$ cat src/rtl/rarp_pkg.sv
// Shared constants and state type for the RARP transmit path.
// Optional padding (RARP_TX_PAD_EN) is resolved in rarp_trans.
package rarp_pkg;

  localparam logic [15:0] ARP_HTYPE_ETH  = 16'h0001;
  localparam logic [15:0] ARP_PTYPE_IPV4 = 16'h0800;
  localparam logic [7:0]  ARP_HLEN_ETH   = 8'd6;
  localparam logic [7:0]  ARP_PLEN_IPV4  = 8'd4;

  localparam logic [15:0] RARP_OP_REQUEST = 16'd3;
  localparam logic [15:0] RARP_OP_REPLY   = 16'd4;

  localparam int RARP_WORDS     = 7;
  localparam int RARP_PAD_WORDS = 5;

  typedef enum logic {
    IDLE = 1'b0,
    SEND = 1'b1
  } rarp_state_t;

endpackage

$ cat src/rtl/rarp_word_mux.sv
// Combinational map from latched RARP fields and word index to the 32-bit
// big-endian packet word; any index past W6 yields a zero (pad) word.
module rarp_word_mux
  import rarp_pkg::*;
#(
  parameter logic [15:0] HTYPE = ARP_HTYPE_ETH,
  parameter logic [15:0] PTYPE = ARP_PTYPE_IPV4,
  parameter logic [7:0]  HLEN  = ARP_HLEN_ETH,
  parameter logic [7:0]  PLEN  = ARP_PLEN_IPV4,
  parameter int          IDX_W = 3
) (
  input  logic [IDX_W-1:0] idx,
  input  logic [15:0]      operation,
  input  logic [47:0]      sha,
  input  logic [31:0]      spa,
  input  logic [47:0]      tha,
  input  logic [31:0]      tpa,
  output logic [31:0]      word
);

  always_comb begin
    word = '0;
    case (idx)
      IDX_W'(0): word = {HTYPE, PTYPE};
      IDX_W'(1): word = {HLEN, PLEN, operation};
      IDX_W'(2): word = sha[47:16];
      IDX_W'(3): word = {sha[15:0], spa[31:16]};
      IDX_W'(4): word = {spa[15:0], tha[47:32]};
      IDX_W'(5): word = tha[31:0];
      IDX_W'(6): word = tpa;
      default:   word = '0;
    endcase
  end

endmodule

$ cat src/rtl/rarp_trans.sv
// RARP transmitter: latches packet fields on start and streams them as 32-bit
// words over a valid/ready handshake. Define RARP_TX_PAD_EN to append 5 zero words.
module rarp_trans
  import rarp_pkg::*;
#(
  parameter logic [15:0] HTYPE = ARP_HTYPE_ETH,
  parameter logic [15:0] PTYPE = ARP_PTYPE_IPV4,
  parameter logic [7:0]  HLEN  = ARP_HLEN_ETH,
  parameter logic [7:0]  PLEN  = ARP_PLEN_IPV4
) (
  input  logic        clk,
  input  logic        rst,
  input  logic        start,
  input  logic [15:0] operation,
  input  logic [47:0] send_hdr_addr,
  input  logic [31:0] send_ip_addr,
  input  logic [47:0] target_hdr_addr,
  input  logic [31:0] target_ip_addr,
  output logic [31:0] tx_data,
  output logic        tx_valid,
  input  logic        tx_ready,
  output logic        tx_last,
  output logic        busy,
  output logic        done
);

`ifdef RARP_TX_PAD_EN
  localparam int IDX_W    = 4;
  localparam int LAST_IDX = RARP_WORDS + RARP_PAD_WORDS - 1;
`else
  localparam int IDX_W    = 3;
  localparam int LAST_IDX = RARP_WORDS - 1;
`endif
  localparam logic [IDX_W-1:0] IDX_LAST = IDX_W'(LAST_IDX);

  rarp_state_t      state, state_nxt;
  logic [IDX_W-1:0] idx, idx_nxt;
  logic             latch, done_nxt;
  logic [15:0]      op_q;
  logic [47:0]      sha_q, tha_q;
  logic [31:0]      spa_q, tpa_q;
  logic [31:0]      word;

  always_ff @(posedge clk or negedge rst) begin
    if (!rst) begin
      state <= IDLE;
      idx   <= '0;
      done  <= 1'b0;
      op_q  <= '0;
      sha_q <= '0;
      spa_q <= '0;
      tha_q <= '0;
      tpa_q <= '0;
    end else begin
      state <= state_nxt;
      idx   <= idx_nxt;
      done  <= done_nxt;
      if (latch) begin
        op_q  <= operation;
        sha_q <= send_hdr_addr;
        spa_q <= send_ip_addr;
        tha_q <= target_hdr_addr;
        tpa_q <= target_ip_addr;
      end
    end
  end

  // tx_valid is decoded from state alone, so a handshake is just tx_ready in SEND.
  always_comb begin
    state_nxt = state;
    idx_nxt   = idx;
    latch     = 1'b0;
    done_nxt  = 1'b0;
    case (state)
      IDLE: begin
        if (start) begin
          latch     = 1'b1;
          idx_nxt   = '0;
          state_nxt = SEND;
        end
      end
      SEND: begin
        if (tx_ready) begin
          if (idx == IDX_LAST) begin
            state_nxt = IDLE;
            idx_nxt   = '0;
            done_nxt  = 1'b1;
          end else begin
            idx_nxt = idx + IDX_W'(1);
          end
        end
      end
      default: state_nxt = IDLE;
    endcase
  end

  rarp_word_mux #(
    .HTYPE (HTYPE),
    .PTYPE (PTYPE),
    .HLEN  (HLEN),
    .PLEN  (PLEN),
    .IDX_W (IDX_W)
  ) u_word_mux (
    .idx       (idx),
    .operation (op_q),
    .sha       (sha_q),
    .spa       (spa_q),
    .tha       (tha_q),
    .tpa       (tpa_q),
    .word      (word)
  );

  assign busy     = (state == SEND);
  assign tx_valid = busy;
  assign tx_last  = busy && (idx == IDX_LAST);
  assign tx_data  = busy ? word : '0;

endmodule

$ cat config.mk
export PLATFORM = sky130hd
export DESIGN_NAME = rarp_trans
export DESIGN_NICKNAME = d
export VERILOG_FILES = /design/src/rtl/rarp_pkg.sv /design/src/rtl/rarp_word_mux.sv /design/src/rtl/rarp_trans.sv
export SDC_FILE = /design/constraint.sdc
export NUM_CORES = 1
export LEC_CHECK = 0
export BUFFER_PORTS_ARGS = -buffer_cell sky130_fd_sc_hd__buf_2
export CORE_UTILIZATION = 53
export CTS_BUF_LIST = sky130_fd_sc_hd__clkbuf_8 sky130_fd_sc_hd__clkbuf_16
export DETAILED_ROUTE_END_ITERATION = 7
export PLACE_DENSITY_LB_ADDON = 0.08
export SLEW_MARGIN = 30
export SYNTH_ARGS = -nofsm -noshare
export SYNTH_HDL_FRONTEND = slang
export SYNTH_SLANG_ARGS = --single-unit
$ cat constraint.sdc
create_clock -name clk -period 2.9 [get_ports clk]
set_input_delay 0.58 -clock clk [delete_from_list [all_inputs] [get_ports clk]]
set_output_delay 0.58 -clock clk [all_outputs]
set_load 0.05 [all_outputs]
== Yosys cells after proc, flatten, opt, wreduce, memory -nomap -nowiden ==
Index checks and enable logic that the tools add are counted.
Storage, ports and cells
  bits in registers: 181
  latch bits: 0
  RAM bits: 0
  memory bits (read-only): 0
  input port bits: 180
  memories kept: 0
Operators by class
  $add $sub $neg: 1
  multipliers: 0
  div/mod/pow operators: 0
  magnitude comparators: 0
  equal/unequal tests: 8
  shift-type cells: 0
  multiplexer cells: 14
  bitwise logic cells: 1
  reduce and logical (&&, ||, !) cells: 3
Operator list (count)
  one-hot mux 32 bit (7 select lines): 1
  two-way mux 32 bit: 1
  equality test 3 bit (second input constant): 3
  two-way mux 3 bit: 3
  two-way mux 1 bit: 7
  equality test 3 x 2 -> 1 bit (second input constant): 2
  one-hot mux 3 bit (2 select lines): 1
  inequality test 2 bit (second input constant): 2
  adder 3 x 1 -> 3 bit (second input constant): 1
  equality test 3 x 1 -> 1 bit (second input constant): 1
  zero test 3 bit: 1
  one-hot mux 1 bit (2 select lines): 1
  AND reduction 2 bit: 1
  logical AND 1 bit: 1
  inverter 1 bit: 1

== Depth between registers and ports, before layout ==
Gate-level depths: netlist of run 1.
  depth after elaboration: 4
  gate-level depth with buffers: 10
  depth with buffers taken out: 7

== By module ==
Synthesis of run 1 repeated with hierarchy kept, for this count alone.
Second synthesis, totals
  cells, all modules: 620
  area, all modules: 9031.2 µm²
By module, submodules not included
  rarp_trans: times used 1, cells each 435, area an instance 7578.5 µm², sequential area each 4529.3 µm²
  rarp_word_mux: times used 1, cells each 185, area an instance 1452.6 µm², sequential area each 0.0 µm²

== Worst setup path before layout of run 1 ==
No wires, ideal clock.
  path kind: reg2out
  from: register idx[0]
  to: output port tx_data[26]
  arrival: 2.523 ns
  data required time: 2.320 ns
  setup slack: -0.203 ns
  cell stages (with the launch flop): 10
  cells stage by stage: dfrtp_1 > buf_6 > nand2_1 > inv_1 > ha_1 > clkbuf_1 > nand2_1 > nand2_1 > a211oi_1 > a311oi_1
On the way
  longest elaborated chain between the ends: 3
RTL lines
  from (decl): RTL line rarp_trans.sv:37  | logic [IDX_W-1:0] idx, idx_nxt;
  from (signal assigned): RTL line rarp_trans.sv:56  | idx <= idx_nxt;
  equality test 3 bit, or another cell as far along: RTL line rarp_word_mux.sv:23  | case (idx)
  one-hot mux 32 bit (7 select lines) *: RTL line rarp_word_mux.sv:23
  two-way mux 32 bit *: RTL line rarp_trans.sv:116  | assign tx_data = busy ? word : '0;
  to (decl): RTL line rarp_trans.sv:19  | output logic [31:0] tx_data,
Every way passes the cells marked *; elsewhere a longest branch is shown, timed or not.

== Worst setup path in the final report of run 1 ==
  from: register idx[1]
  to: output port tx_data[6]
Same word-level chain as after synthesis.

==> results of run 1 <==
## stage by stage
stage	power [mW]	utilization	hold WS, ps	instance area [sq um]
2_1_floorplan	8.372	-	284.4	8275
3_3_place_gp	9.558	0.6314	484.6	9598
3_5_place_dp	9.751	0.6314	492.2	9598
4_1_cts	12.21	0.6744	168.7	10250
5_1_grt	12.99	0.6829	175.1	10380
6_report	12.27	0.6829	133.7	10380
## registers in the layout, summed over array words and instances (netlist names)
name	cells
done	1
op_q	16
idx	3
sha_q	48
busy	1
spa_q	32
tha_q	48
tpa_q	32
## kinds of logic (layout without fill, tap and decap cells)
kind of cell | after synthesis | in the layout | synth area share
mux | 206 | 206 | 0.2775
flops | 181 | 181 | 0.5492
compound gates | 103 | 103 | 0.08814
simple gates | 76 | 76 | 0.04581
buf+inv | 50 | 282 | 0.03792
fa+ha+maj | 1 | 1 | 0.001517
other cells | 0 | 3 | 0
## path summary, 6_finish.rpt
kind,slack [ps],cells after the start,end
hold reg to reg,510,1,spa_q[11]$_DFFE_PN0P_
setup / recovery,70,7,tx_data[6]
hold / removal,130,1,op_q[9]$_DFFE_PN0P_
setup reg to reg,920,3,spa_q[12]$_DFFE_PN0P_
min in group clk,350,2,idx[2]$_DFFE_PN0P_
max in group asynchronous,1970,2,sha_q[5]$_DFFE_PN0P_
## critical path, stage by stage (launching register included)
cell and delay (ps):
dfrtp_1 350, buf_4 210, nand2b_1 330, nor2_4 100, buf_4 160, a221oi_1 320
a21oi_1 150, buf_4 210
## synth_stat cells (5+ instances only)
master      n  share of area
a211oi_1    6         0.0055
a21oi_1    31          0.019
a221oi_1   11          0.012
a222oi_1    9          0.011
a22o_1      6         0.0064
a22oi_1    20          0.018
buf_2      19          0.012
buf_4      17          0.015
buf_6       5         0.0068
clkbuf_1    7         0.0032
dfrtp_1   181           0.55
mux2_2    177           0.24
mux2i_1    25          0.030
nand2_1    17         0.0077
nor2_1     31          0.014
nor2b_1     5         0.0038
o21ai_0     6         0.0036
## routing by layer
layer	GRT usage	wire length [microns]	vias to the layer above
met3	0.07803	1253	33
met5	0	0	-
met1	0.3412	8724	2914
met4	0.08894	422	0
li1	-	-	2702
met2	0.4287	9382	186
## power by group
group	switching [mW]	total [mW]	internal [mW]
Clock	0.998	2.36	1.36
Combinational	3.03	5.40	2.38
Sequential	0.702	4.51	3.81
## cell type report
class | instances | area, sq um | share of cell area
multi-input cells | 386 | 3495 | 0.3366
flip-flops and latches | 181 | 4532 | 0.4365
well taps | 188 | 235.2 | 0.02266
diodes | 3 | 7.507 | 0.0007232
clock inverters | 14 | 177.7 | 0.01711
inverters | 2 | 7.507 | 0.0007232
clock buffers | 17 | 425.4 | 0.04098
repair buffers | 249 | 1501 | 0.1446
## placed cells by master, fill, tap and decap left out, drive strengths merged, types with 6 or more instances in the layout
cell type	instances
a211oi	6
a21oi	31
a221oi	11
a222oi	9
a22o	6
a22oi	20
buf	243
clkbuf	23
dfrtp	181
mux2	181
mux2i	25
nand2	17
nor2	32
o21ai	7
or2	8
## repair_timing
action                     CTS  global route
pin swaps                    1             1
hold endpoints to repair     0             0
setup endpoints to repair   24            28
buffers inserted             1             8
gates resized for setup     13            19
==> results.json, run 1 <==
{
  "ys.flop_type": "dfrtp_1",
  "hold_viol": 0,
  "critPathLaunchType": "flop",
  "setup_violations": 0,
  "fin_crit_ps": 2826,
  "fp.dieW_microns": 126.8,
  "regToRegStartpoint": "busy$_DFF_PN0_",
  "antenna_found_initial": 4,
  "status": "finished, final reports clean",
  "maxCapViolCount": 0,
  "hold_buffers": 0,
  "core_sq_um": 15200,
  "dp.cells": 997,
  "synthCells": 617,
  "synth_edf_count": 0,
  "netlist_area_sq_um": 8248,
  "drc": 0,
  "wl_per_cell_microns": 19.02,
  "rows": 45,
  "die_y_microns": 126.8,
  "vias": 5835,
  "ir_worst_vdd_mv": 0.6675,
  "finClkSkew_ps": 10.70,
  "place_hpwl_microns": 14280,
  "grt.overflow.total": 0,
  "slew_headroom": 0.5720,
  "numCtsBuffers": 17,
  "arrival_ps": 2250,
  "clk_pin_slew_ps": 60,
  "worst_ep_required_time_ps": 2320,
  "clk_latency_ps": 430,
  "final_cells": 1040,
  "vias_per_cell": 5.611,
  "fin_ws_ps": 74.49,
  "cts_buffer_depth": 2,
  "areaGrowthSynthToFinish_pct": 25.86,
  "io_pins": 216,
  "track_usage": 0.2643,
  "worst-path-max-fanout": 15,
  "rsz0062_at_grt": "yes",
  "portBuffers": 215,
  "avgSynthCellArea_sq_um": 13.37,
  "p_leak_nw": 4.640,
  "async_flop_share": 1.000,
  "critPathKind": "reg2out",
  "fill_cells": 1174,
  "max_freq_mhz": 353.9,
  "power_per_cell_area_nw_per_um2": 1182,
  "worstMarginPinSlew_ps": 640.7,
  "setup_tns_ps": 0,
  "drt-pass1-iter-count": 5,
  "synth_warnings": 0,
  "clock_sinks": 181,
  "detailedPlace.worstSlack_ps": 272.8,
  "grt_pass1_vias": 6239,
  "synth_seq_cells": 181,
  "drive_gt1_frac": 0.5630,
  "syn_nets": 798,
  "ant_nets": 0,
  "grt_max_degree": 72,
  "cts_root_buf": "clkbuf_16",
  "initial_utilization": 0.5426,
  "routed_wl_microns": 19780,
  "die_area_sq_um": 16070,
  "crit_path_start": "idx[1]$_DFFE_PN0P_",
  "htreeDepth": 4,
  "ys_types": 41,
  "cts_tree": "done",
  "endpoint_kind": "output pin",
  "fin_nets": 1018,
  "synth_sequential_area_ratio": 0.5492,
  "gp_congestion": 0.8083,
  "hp-class": "in2async",
  "drt_iter0_markers": 289,
  "finalMaxSlewViolations": 0,
  "fin_crit_sh": 0.9743,
  "grt_pass1_wl_microns": 32240
}
Note: power is estimated with default switching activity, not from simulation.
==> inputs of run 2 (changes only) <==
Settings changed: CORE_UTILIZATION 53 to 48.
Clock period 2.9 ns to 2.3 ns, I/O delays scaled along.
==> results.json, run 2 (same netlist as run 1, synthesis figures left out) <==
{
  "status": "finished with violations",
  "violations": "negative hold slack, negative setup slack",
  "power.switching_mw": 7.054,
  "place_hpwl_microns": 15190,
  "grt_pass1_vias": 6436,
  "final_common_cell": "buf_2",
  "numCtsBuffers": 17,
  "grt_pass1_wl_microns": 34750,
  "clock_sinks": 181,
  "arrival_ps": 2230,
  "top_layer_used": "met5",
  "p_total_mw": 18.42,
  "postLayoutCoreUtil": 0.7071,
  "fin_nets": 1059,
  "rsz0062_at_grt": "yes",
  "clk_pin_slew_ps": 60,
  "endpoint_kind": "output pin",
  "hold_buffers": 0,
  "slew_headroom": 0.6362,
  "vias_per_cell": 5.504,
  "setup_violations": 32,
  "grt_max_degree": 102,
  "routedLengthMet1_microns": 9747,
  "vias": 6132,
  "die_y_microns": 133.1,
  "drt-pass1-iter-count": 6,
  "max_freq_mhz": 371.1,
  "rr_worst_depth": 4,
  "critPathKind": "reg2out",
  "routed_wl_microns": 22620,
  "io_pins": 216,
  "switching_share": 0.3829,
  "die_area_sq_um": 17710,
  "grt.overflow.total": 0,
  "antenna_found_initial": 5,
  "gp_congestion": 0.8162,
  "htreeDepth": 4,
  "fill_cells": 1195,
  "hold_viol": 15,
  "cts_buffer_depth": 2,
  "worstMarginPinSlew_ps": 545.7,
  "drive_gt1_frac": 0.6566,
  "ir_worst_vdd_mv": 1.125,
  "sequentialPowerShare": 0.318,
  "critPathLaunchType": "flop",
  "crit_path_start": "idx[1]$_DFFE_PN0P_",
  "largestRegisters": "sha_q: 48 flops, tha_q: 48 flops",
  "wl_met2_microns": 11020,
  "worst_ep_required_time_ps": 1840,
  "finalMaxSlewViolations": 0,
  "rrSetupSlack_ps": 480,
  "maxCapViolCount": 0,
  "cts_root_buf": "clkbuf_16",
  "clkPwrFrac": 0.168,
  "cts_tree": "done",
  "p_leak_nw": 5.094,
  "initial_utilization": 0.4939,
  "portBuffers": 215,
  "fin_crit_ps": 2695,
  "timing.hold.ws_ps": -14.31,
  "final_cell_mix": "buf_2 (181), dfrtp_1 (179), mux2_2 (177), buf_6 (49), buf_4 (34)",
  "drc": 0,
  "rows": 47,
  "wl_per_cell_microns": 20.31,
  "worstReg2RegEnd": "tpa_q[3]$_DFFE_PN0P_",
  "comb_power_share": 0.514,
  "drt_iter0_markers": 272,
  "critPathCapture": "tx_data[9]",
  "power_per_cell_area_nw_per_um2": 1560,
  "fp.dieW_microns": 133.1,
  "worst-path-max-fanout": 6,
  "intPower_mw": 11.37,
  "fin_ws_ps": -394.7,
  "clk_latency_ps": 430,
  "fin_crit_sh": 1.172,
  "ant_nets": 0,
  "areaGrowthSynthToFinish_pct": 43.17,
  "track_usage": 0.2588,
  "regToRegStartpoint": "busy$_DFF_PN0_",
  "finClkSkew_ps": 8.136,
  "setup_tns_ps": -8077,
  "wl_met3_microns": 1388,
  "core_sq_um": 16700,
  "hp-class": "in2async"
}
-- run 2: through the flow --
step | area (sq um) | cells | setup WS (ps)
floorplan | 8640 | 617 | 8.484
global placement | 10090 | 1047 | -96.24
detailed placement | 10090 | 1047 | -101.3
CTS | 11270 | 1096 | -391.7
global route | 11810 | 1114 | -452.8
finish | 11810 | 1114 | -394.7
-- run 2: worst min path at each step --
| stage | end | slack (ps) | start | depth (start not counted) |
|---|---|---|---|---|
| 3_3_place_gp | tha_q[36]$_DFFE_PN0P_ | 450 | rst | 1 |
| 3_5_place_dp | op_q[4]$_DFFE_PN0P_ | 450 | rst | 1 |
| 6_report | tha_q[36]$_DFFE_PN0P_ | -10 | rst | 1 |
| 4_1_cts | tpa_q[31]$_DFFE_PN0P_ | 1 | rst | 1 |
| 2_1_floorplan | busy$_DFF_PN0_ | 160 | rst | 0 |
| 5_1_grt | tha_q[36]$_DFFE_PN0P_ | 9 | rst | 1 |
-- run 2: power groups by stage --
| stage | Sequential [mW] | Combinational [mW] | Clock (mW) |
|---|---|---|---|
| 2_1_floorplan | 5.44 | 5.88 | 0 |
| 4_1_cts | 5.75 | 8.60 | 3.14 |
| 3_5_place_dp | 5.75 | 7.55 | 0 |
| 6_report | 5.85 | 9.47 | 3.10 |
| 5_1_grt | 6.05 | 9.99 | 3.29 |
| 3_3_place_gp | 5.68 | 7.39 | 0 |
-- run 2: final cells by class --
| class | instances | area, sq um | area share |
|---|---|---|---|
| Timing Repair Buffer | 290 | 2233 | 0.1891 |
| Multi-Input combinational cell | 386 | 4125 | 0.3493 |
| Inverter | 2 | 7.507 | 0.0006357 |
| Clock inverter | 12 | 161.4 | 0.01367 |
| Antenna cell | 3 | 7.507 | 0.0006357 |
| Tap cell | 220 | 275.3 | 0.02331 |
| Clock buffer | 20 | 466.7 | 0.03952 |
| Sequential cell | 181 | 4532 | 0.3838 |
-- run 2: repair_timing --
| item | CTS | global route |
|---|---|---|
| endpoints found under the setup margin | 33 | 33 |
| setup buffers | 14 | 14 |
| gates cloned | 3 | 6 |
| pin swaps | 10 | 31 |
| hold endpoints to repair | 0 | 0 |
| gates resized for setup | 113 | 65 |
-- run 2: worst max-delay path, cell delays in order (launching register included) --
cell and delay, ps:
dfrtp_1 400, buf_6 130, and2b_2 250, a22o_1 240
a222oi_1 370, buf_4 210, a21oi_4 50, buf_6 150
-- run 2: layer usage --
metal  vias to the layer above  global-route usage
met4                         4             0.09323
met5                         -                   0
li1                       2788                   -
met1                      3089              0.3421
met2                       218              0.4090
met3                        33             0.07050
